## src/rtl/uart_rx.sv

```systemverilog
// uart_rx: oversampled UART receiver feeding a show-ahead byte FIFO
module uart_rx #(
  parameter int CLKS_PER_BIT    = 868,
  parameter int FIFO_DEPTH_LOG2 = 3
) (
  input  logic       clk,
  input  logic       rst,
  input  logic       rx,
  input  logic       rd_en,
  output logic [7:0] dout,
  output logic       empty,
  output logic       full,
  output logic       frame_err,
  output logic       overrun
);
  localparam int DEPTH = 1 << FIFO_DEPTH_LOG2;
  localparam int AW    = FIFO_DEPTH_LOG2;
  localparam int CW    = FIFO_DEPTH_LOG2 + 1;
  localparam int TW    = $clog2(CLKS_PER_BIT);
  localparam logic [TW-1:0] T_FULL = TW'(CLKS_PER_BIT - 1);
  localparam logic [TW-1:0] T_HALF = TW'(CLKS_PER_BIT / 2 - 1);
  typedef enum logic [1:0] {IDLE, START, DATA, STOP} state_t;
  state_t        state_q, state_d;
  logic          rx_meta_q, rx_s_q;
  logic [TW-1:0] timer_q, timer_d;
  logic [2:0]    idx_q, idx_d;
  logic [7:0]    shift_q, shift_d;
  logic [AW-1:0] wr_ptr_q, wr_ptr_d, rd_ptr_q, rd_ptr_d;
  logic [CW-1:0] count_q, count_d;
  logic [7:0]    mem_q [DEPTH];
  logic [7:0]    mem_d [DEPTH];
  logic          frame_err_q, frame_err_d, overrun_q, overrun_d;
  logic          push, bad, pop, wr;
  assign empty     = count_q == '0;
  assign full      = count_q == CW'(DEPTH);
  assign dout      = empty ? 8'h00 : mem_q[rd_ptr_q];
  assign frame_err = frame_err_q;
  assign overrun   = overrun_q;
  // Framing FSM: sample mid-bit, shift LSB first, judge the stop bit
  always_comb begin
    state_d = state_q;
    timer_d = timer_q + TW'(1);
    idx_d   = idx_q;
    shift_d = shift_q;
    push    = 1'b0;
    bad     = 1'b0;
    case (state_q)
      IDLE: begin
        timer_d = '0;
        state_d = rx_s_q ? IDLE : START;
      end
      START: if (timer_q == T_HALF) begin
        timer_d = '0;
        idx_d   = '0;
        state_d = rx_s_q ? IDLE : DATA;
      end
      DATA: if (timer_q == T_FULL) begin
        timer_d = '0;
        shift_d = {rx_s_q, shift_q[7:1]};
        idx_d   = idx_q + 3'd1;
        state_d = (idx_q == 3'd7) ? STOP : DATA;
      end
      STOP: if (timer_q == T_FULL) begin
        timer_d = '0;
        push    = rx_s_q;
        bad     = !rx_s_q;
        state_d = IDLE;
      end
      default: state_d = IDLE;
    endcase
  end
  // FIFO bookkeeping: pops need data, pushes need room unless a pop frees it
  always_comb begin
    pop         = rd_en && !empty;
    wr          = push && (!full || pop);
    overrun_d   = push && full && !pop;
    frame_err_d = bad;
    wr_ptr_d    = wr_ptr_q + AW'(wr);
    rd_ptr_d    = rd_ptr_q + AW'(pop);
    count_d     = count_q + CW'(wr) - CW'(pop);
    mem_d       = mem_q;
    if (wr) mem_d[wr_ptr_q] = shift_q;
  end
  // Control state, synchronizer and pointers with synchronous reset
  always_ff @(posedge clk) begin
    if (rst) begin
      state_q     <= IDLE;
      rx_meta_q   <= 1'b1;
      rx_s_q      <= 1'b1;
      timer_q     <= '0;
      idx_q       <= '0;
      shift_q     <= '0;
      wr_ptr_q    <= '0;
      rd_ptr_q    <= '0;
      count_q     <= '0;
      frame_err_q <= 1'b0;
      overrun_q   <= 1'b0;
    end else begin
      state_q     <= state_d;
      rx_meta_q   <= rx;
      rx_s_q      <= rx_meta_q;
      timer_q     <= timer_d;
      idx_q       <= idx_d;
      shift_q     <= shift_d;
      wr_ptr_q    <= wr_ptr_d;
      rd_ptr_q    <= rd_ptr_d;
      count_q     <= count_d;
      frame_err_q <= frame_err_d;
      overrun_q   <= overrun_d;
    end
  end
  // Storage array; contents beyond count are never observed, so no reset
  always_ff @(posedge clk) begin
    mem_q <= mem_d;
  end
endmodule

```

## config.mk

```make
export PLATFORM = sky130hd
export DESIGN_NAME = uart_rx
export DESIGN_NICKNAME = d
export VERILOG_FILES = /design/src/rtl/uart_rx.sv
export SDC_FILE = /design/constraint.sdc
export NUM_CORES = 1
export LEC_CHECK = 0
export ABC_AREA = 1
export CAP_MARGIN = 20
export CORE_MARGIN = 4
export CORE_UTILIZATION = 35
export CTS_BUF_LIST = sky130_fd_sc_hd__clkbuf_4 sky130_fd_sc_hd__clkbuf_8
export CTS_CLUSTER_SIZE = 12
export DETAILED_ROUTE_END_ITERATION = 12
export SLEW_MARGIN = 10
export SYNTH_ARGS = -nofsm -noshare
export SYNTH_HDL_FRONTEND = slang
export SYNTH_SLANG_ARGS = --single-unit
```

## constraint.sdc

```tcl
create_clock -name clk -period 4.4 [get_ports clk]
set_input_delay 0.66 -clock clk [delete_from_list [all_inputs] [get_ports clk]]
set_output_delay 0.66 -clock clk [all_outputs]
set_load 0.005 [all_outputs]
```

-- Word level (Yosys, flattened, before mapping)
Cells that the tools add are included.
- logic and storage cells: 82
- flip-flop bits (word level): 101
- input bits: 4
- output and inout port bits: 12
- muxes and demuxes: 22
- equality and inequality tests: 10
- bitwise logic cells: 4
- reduce and logical (&&, ||, !) cells: 18
- magnitude comparators: 3
- add/subtract/negate cells: 6
- operators by type and width (cell ; count):
    bitwise mux 64 bit ; 1
    2-to-1 mux 8 bit ; 4
    case mux 10 bit (3 select lines) ; 1
    binary-select mux 8 bit (select 3 bit) ; 1
    demux 8 bit (select 3 bit) ; 1
    2-to-1 mux 10 bit ; 2
    adder 10 x 1 -> 10 bit, second input constant ; 1
    == test 10 bit, second input constant ; 1
    == test 10 x 9 -> 1 bit, second input constant ; 1
    >= comparator 4 bit, second input constant ; 2
    2-to-1 mux 2 bit ; 4
    inverter 3 -> 4 bit ; 2
    case mux 2 bit (4 select lines) ; 1
    adder 3 x 1 -> 3 bit ; 2
    2-to-1 mux 3 bit ; 2
    inequality test 2 bit, second input constant ; 3
    case mux 3 bit (2 select lines) ; 1
    AND reduction 3 bit ; 2
    logical AND 1 bit ; 5
    adder 4 x 1 -> 4 bit ; 1
    == test 2 bit, second input constant ; 2
    == test 4 bit, second input constant ; 1
    zero test 1 bit ; 4
    zero test 4 bit ; 1
    13 further kinds ; 17

-- Longest topological paths before layout
- word-level depth: 7
- gate-level depth with buffers: 15
- gate-level depth less buffers: 15

-- Least setup slack after synthesis
Ideal clock, no wire load.
- kind: input to register
- start: in rd_en
- end: reg count_q[2]
- library setup time: 0.129 ns
- data required time: 4.271 ns
- stages on the path: 10
- slack: 2.119 ns
- path buffers: 0
- data arrival time: 2.152 ns
- path through: inv_1 -> o21ai_1 -> nand2_1 -> ha_1 -> inv_1 -> ha_1 -> inv_1 -> fa_1 -> xor2_1 -> nor2_1
- word-level cells in the longest chain between the ends: 5
- ends and longest elaborated chain (item ; line ; source):
    start, declared ; 9 ; input logic rd_en,
    logical AND 1 bit * ; 74 ; pop = rd_en && !empty;
    logical OR 1 bit ; 75 ; wr = push && (!full || pop);
    logical AND 1 bit ; 75 ;
    adder 4 x 1 -> 4 bit ; 80 ; count_d = count_q + CW'(wr) - CW'(pop);
    subtractor 4 x 1 -> 4 bit * ; 80 ;
    end signal, assigned ; 107 ; count_q <= count_d;
    end, declared ; 29 ; logic [CW-1:0] count_q, count_d;
Mark *: on every way between the ends. The rest lies on a longest branch, timed or not.
A chain may end at the register's enable or synchronous reset.

-- Final worst setup path
- start: reg rd_ptr_q[1]
- end: out dout[0]
- word-level cells in the longest chain between the ends: 5
- ends and longest elaborated chain (item ; line ; source):
    start, declared ; 28 ; logic [AW-1:0] wr_ptr_q, wr_ptr_d, rd_ptr_q, rd_ptr_d;
    start signal, assigned ; 106 ; rd_ptr_q <= rd_ptr_d;
    inverter 3 -> 4 bit (implied by the code) ; 36 ; assign dout = empty ? 8'h00 : mem_q[rd_ptr_q];
    binary-select mux 8 bit (select 3 bit) ; 36 ;
    2-to-1 mux 8 bit (implied by the code) (2 in a row) ; 36 ;
    2-to-1 mux 8 bit ; 36 ;
    end, declared ; 10 ; output logic [7:0] dout,
No other way between the ends. The select of a mux whose other input is x is not followed.

==> flow_summary.ini <==
[outcome]
outcome = complete, no violations

[finish]
fillCellCount = 1213
syn_to_final_growth_pct = 11.0
drive_above_1_share = 0.0909
final_nets = 465
multi_input_area_um2 = 1470
diodes = 0
layout.cells.non_filler = 619
regArea_um2 = 2660

[timing]
tightest_slew_ns = 1.07
clock_skew_ns = 0.0150
setup_viol = 0
slew_violations = 0
hold_viol = 0
max_slew_margin = 0.289
period_share = 0.748
rsz0062_at_grt = false
fmax_mhz = 304
final.setup.tns_ns = 0
min_period_ns = 3.29

[clock_tree]
cts.sinks = 101
cts_buffers = 9
clkSlewWorstSetupHoldPaths_ns = 0.10
max-clock-path-buffers = 2
insertion_delay_ns = 0.37
cts_resized = 0
cts-root-buf = clkbuf_8
cts_setup_buffers = 0
htree_levels = 3
cts_tree = yes
cts_hold_buffers = 0

[setup_path]
cp_common_cell = o21ai_0
crit_path_top_delay_cell = dfxtp_1
crit_arrival_ns = 2.63
start_kind = register
timing.rr.start = timer_q[0]
worstPathRequired_ns = 3.74
crit_path_end_kind = output port
path_class = reg2out
rrSetupSlack_ns = 1.91
worstRegToRegCells = 13
crit_fanout = 33
startpoint = rd_ptr_q[1]
worstReg2RegEnd = count_q[2]
crit_chain = o21ai_0 -> o21ai_0 -> o21ai_0 -> nor2_1 -> clkdlybuf4s50_1
endpoint = dout[0]
slowest_delay_ns = 1.04

[pwr]
power_density_nw_per_um2 = 451
p_leak_uw = 0.00188
peakVddDrop_mv = 0.128

[yosys]
synth_edf_count = 64
synthTopCellsByArea = edfxtp_1, dfxtp_1, nor2_1, o21ai_0, ha_1
netlist_instances = 432
yosysMostFrequentCell = nor2_1
syn-cell-area_um2 = 4360
synth-main-ff-cell = edfxtp_1
synth_cell_types = 36
synth_seq_cells = 101
yosysTopAreaCellShare = 0.441
syn_nets = 451
synth_top_area_cell = edfxtp_1
yosys-top-cells-count = nor2_1, edfxtp_1, o21ai_0
syn_area_per_cell_um2 = 10.1
ys_warn_count = 0
ys_seq_area_frac = 0.610
async_flop_share = 0

[placed_design]
dp.cells = 603
hpwlAfterDp_um = 5330
port_buffers = 15
gp_congestion = 0.750

[die]
die_width_um = 120
ios = 16
start_util = 0.360
die_area_um2 = 14300
rows = 40
chipHeight_um = 120
core_um2 = 12100

[min_path]
hold_path_class = reg2reg

[global_route]
grt_max_degree = 34
grt_pass1_vias = 2768
track_usage = 0.119
antenna_found_initial = 0
grt_pass1_wl_um = 13600
gr-total-overflow = 0

[job]
drv_cap = 0

[route]
viasPerCell = 4.47
final_antenna_net_count = 0
firstDrtPassIters = 4
drt_iter0_drc = 167
num_vias = 2767
routed_wl_um = 7780
route.detailed.drc = 0
wl_per_cell_um = 12.6
critical path, delay by kind of cell (launching register included):
family,cells,cell delay (ns)
AOI/OAI and AO/OA,3,0.59
buffers and inverters,1,0.51
DFF,1,1.04
and+or+nand+nor,1,0.12
per-layer routing:
metal | vias up | GRT usage | wire (um)
li1 | 1462 | - | -
met1 | 1267 | 0.155 | 3680
met2 | 29 | 0.193 | 3760
met3 | 9 | 0.0325 | 235
met4 | 0 | 0.0408 | 108
met5 | - | 0 | 0
how the worst min path moves through the flow:
stage,cells after the start,start,slack (ns),endpoint
2_1_floorplan,1,rx_meta_q,0.39,rx_s_q
6_report,1,rx_meta_q,0.42,rx_s_q
3_3_place_gp,1,rx_meta_q,0.39,rx_s_q
3_5_place_dp,1,rx_meta_q,0.40,rx_s_q
4_1_cts,1,rx_meta_q,0.42,rx_s_q
5_1_grt,1,rx_meta_q,0.44,rx_s_q
kinds of logic after synthesis:
kind of cell / Yosys count / share of synthesized area
AND/OR/NAND/NOR: 166 / 0.173
flip-flops: 101 / 0.610
AO/OA/AOI/OAI: 86 / 0.102
XOR/XNOR: 8 / 0.0161
buffers and inverters: 56 / 0.0536
adder cells (fa/ha/maj): 15 / 0.0448
cell usage in the layout (no fill, tap or decap), types with 3 or more instances in the layout:
cell	netlist	routed
a21oi_1	10	10
nand3_2	4	4
o21ai_1	13	13
ha_1	14	14
nand3_1	4	4
nor2_4	4	4
buf_4	2	3
nand2_1	33	33
xor2_1	5	5
nor3_1	4	4
clkdlybuf4s50_1	0	15
inv_2	4	4
dfxtp_1	37	37
edfxtp_1	64	64
o21ai_0	57	57
inv_1	37	37
nor2_1	104	104
xnor2_1	3	3
clkbuf_8	0	9
nand3b_1	3	3
sequential cells by signal, summed over array words and instances, names as in the netlist, 3 cells and up, named ones only:
signal and count:
timer_q 10, mem_q 64, count_q 4, rd_ptr_q 3, shift_q 8, wr_ptr_q 3
idx_q 3
final cells by class:
class / count / share of cell area
clock buffer: 11 / 0.0287
tap: 168 / 0.0434
clock inverter: 5 / 0.00750
inverter: 41 / 0.0318
multi-input combinational: 275 / 0.303
timing repair buffer: 18 / 0.0357
sequential: 101 / 0.550
power breakdown:
group	internal [uW]	total, uW	switching [uW]
Clock	221	528	307
Sequential	1020	1070	53.2
Combinational	256	580	325
per-stage QoR:
step	total power [uW]	util	setup WS (ns)	hold slack, ns	cell area (um^2)
after floorplan	1480	-	2.12	0.389	4360
after global placement	1660	0.385	1.48	0.393	4660
after detailed placement	1680	0.385	1.48	0.396	4660
after CTS	2210	0.400	1.11	0.417	4840
after global routing	2360	0.400	0.884	0.438	4840
final	2180	0.400	1.11	0.417	4840
Power figures use the tool's default switching activity.
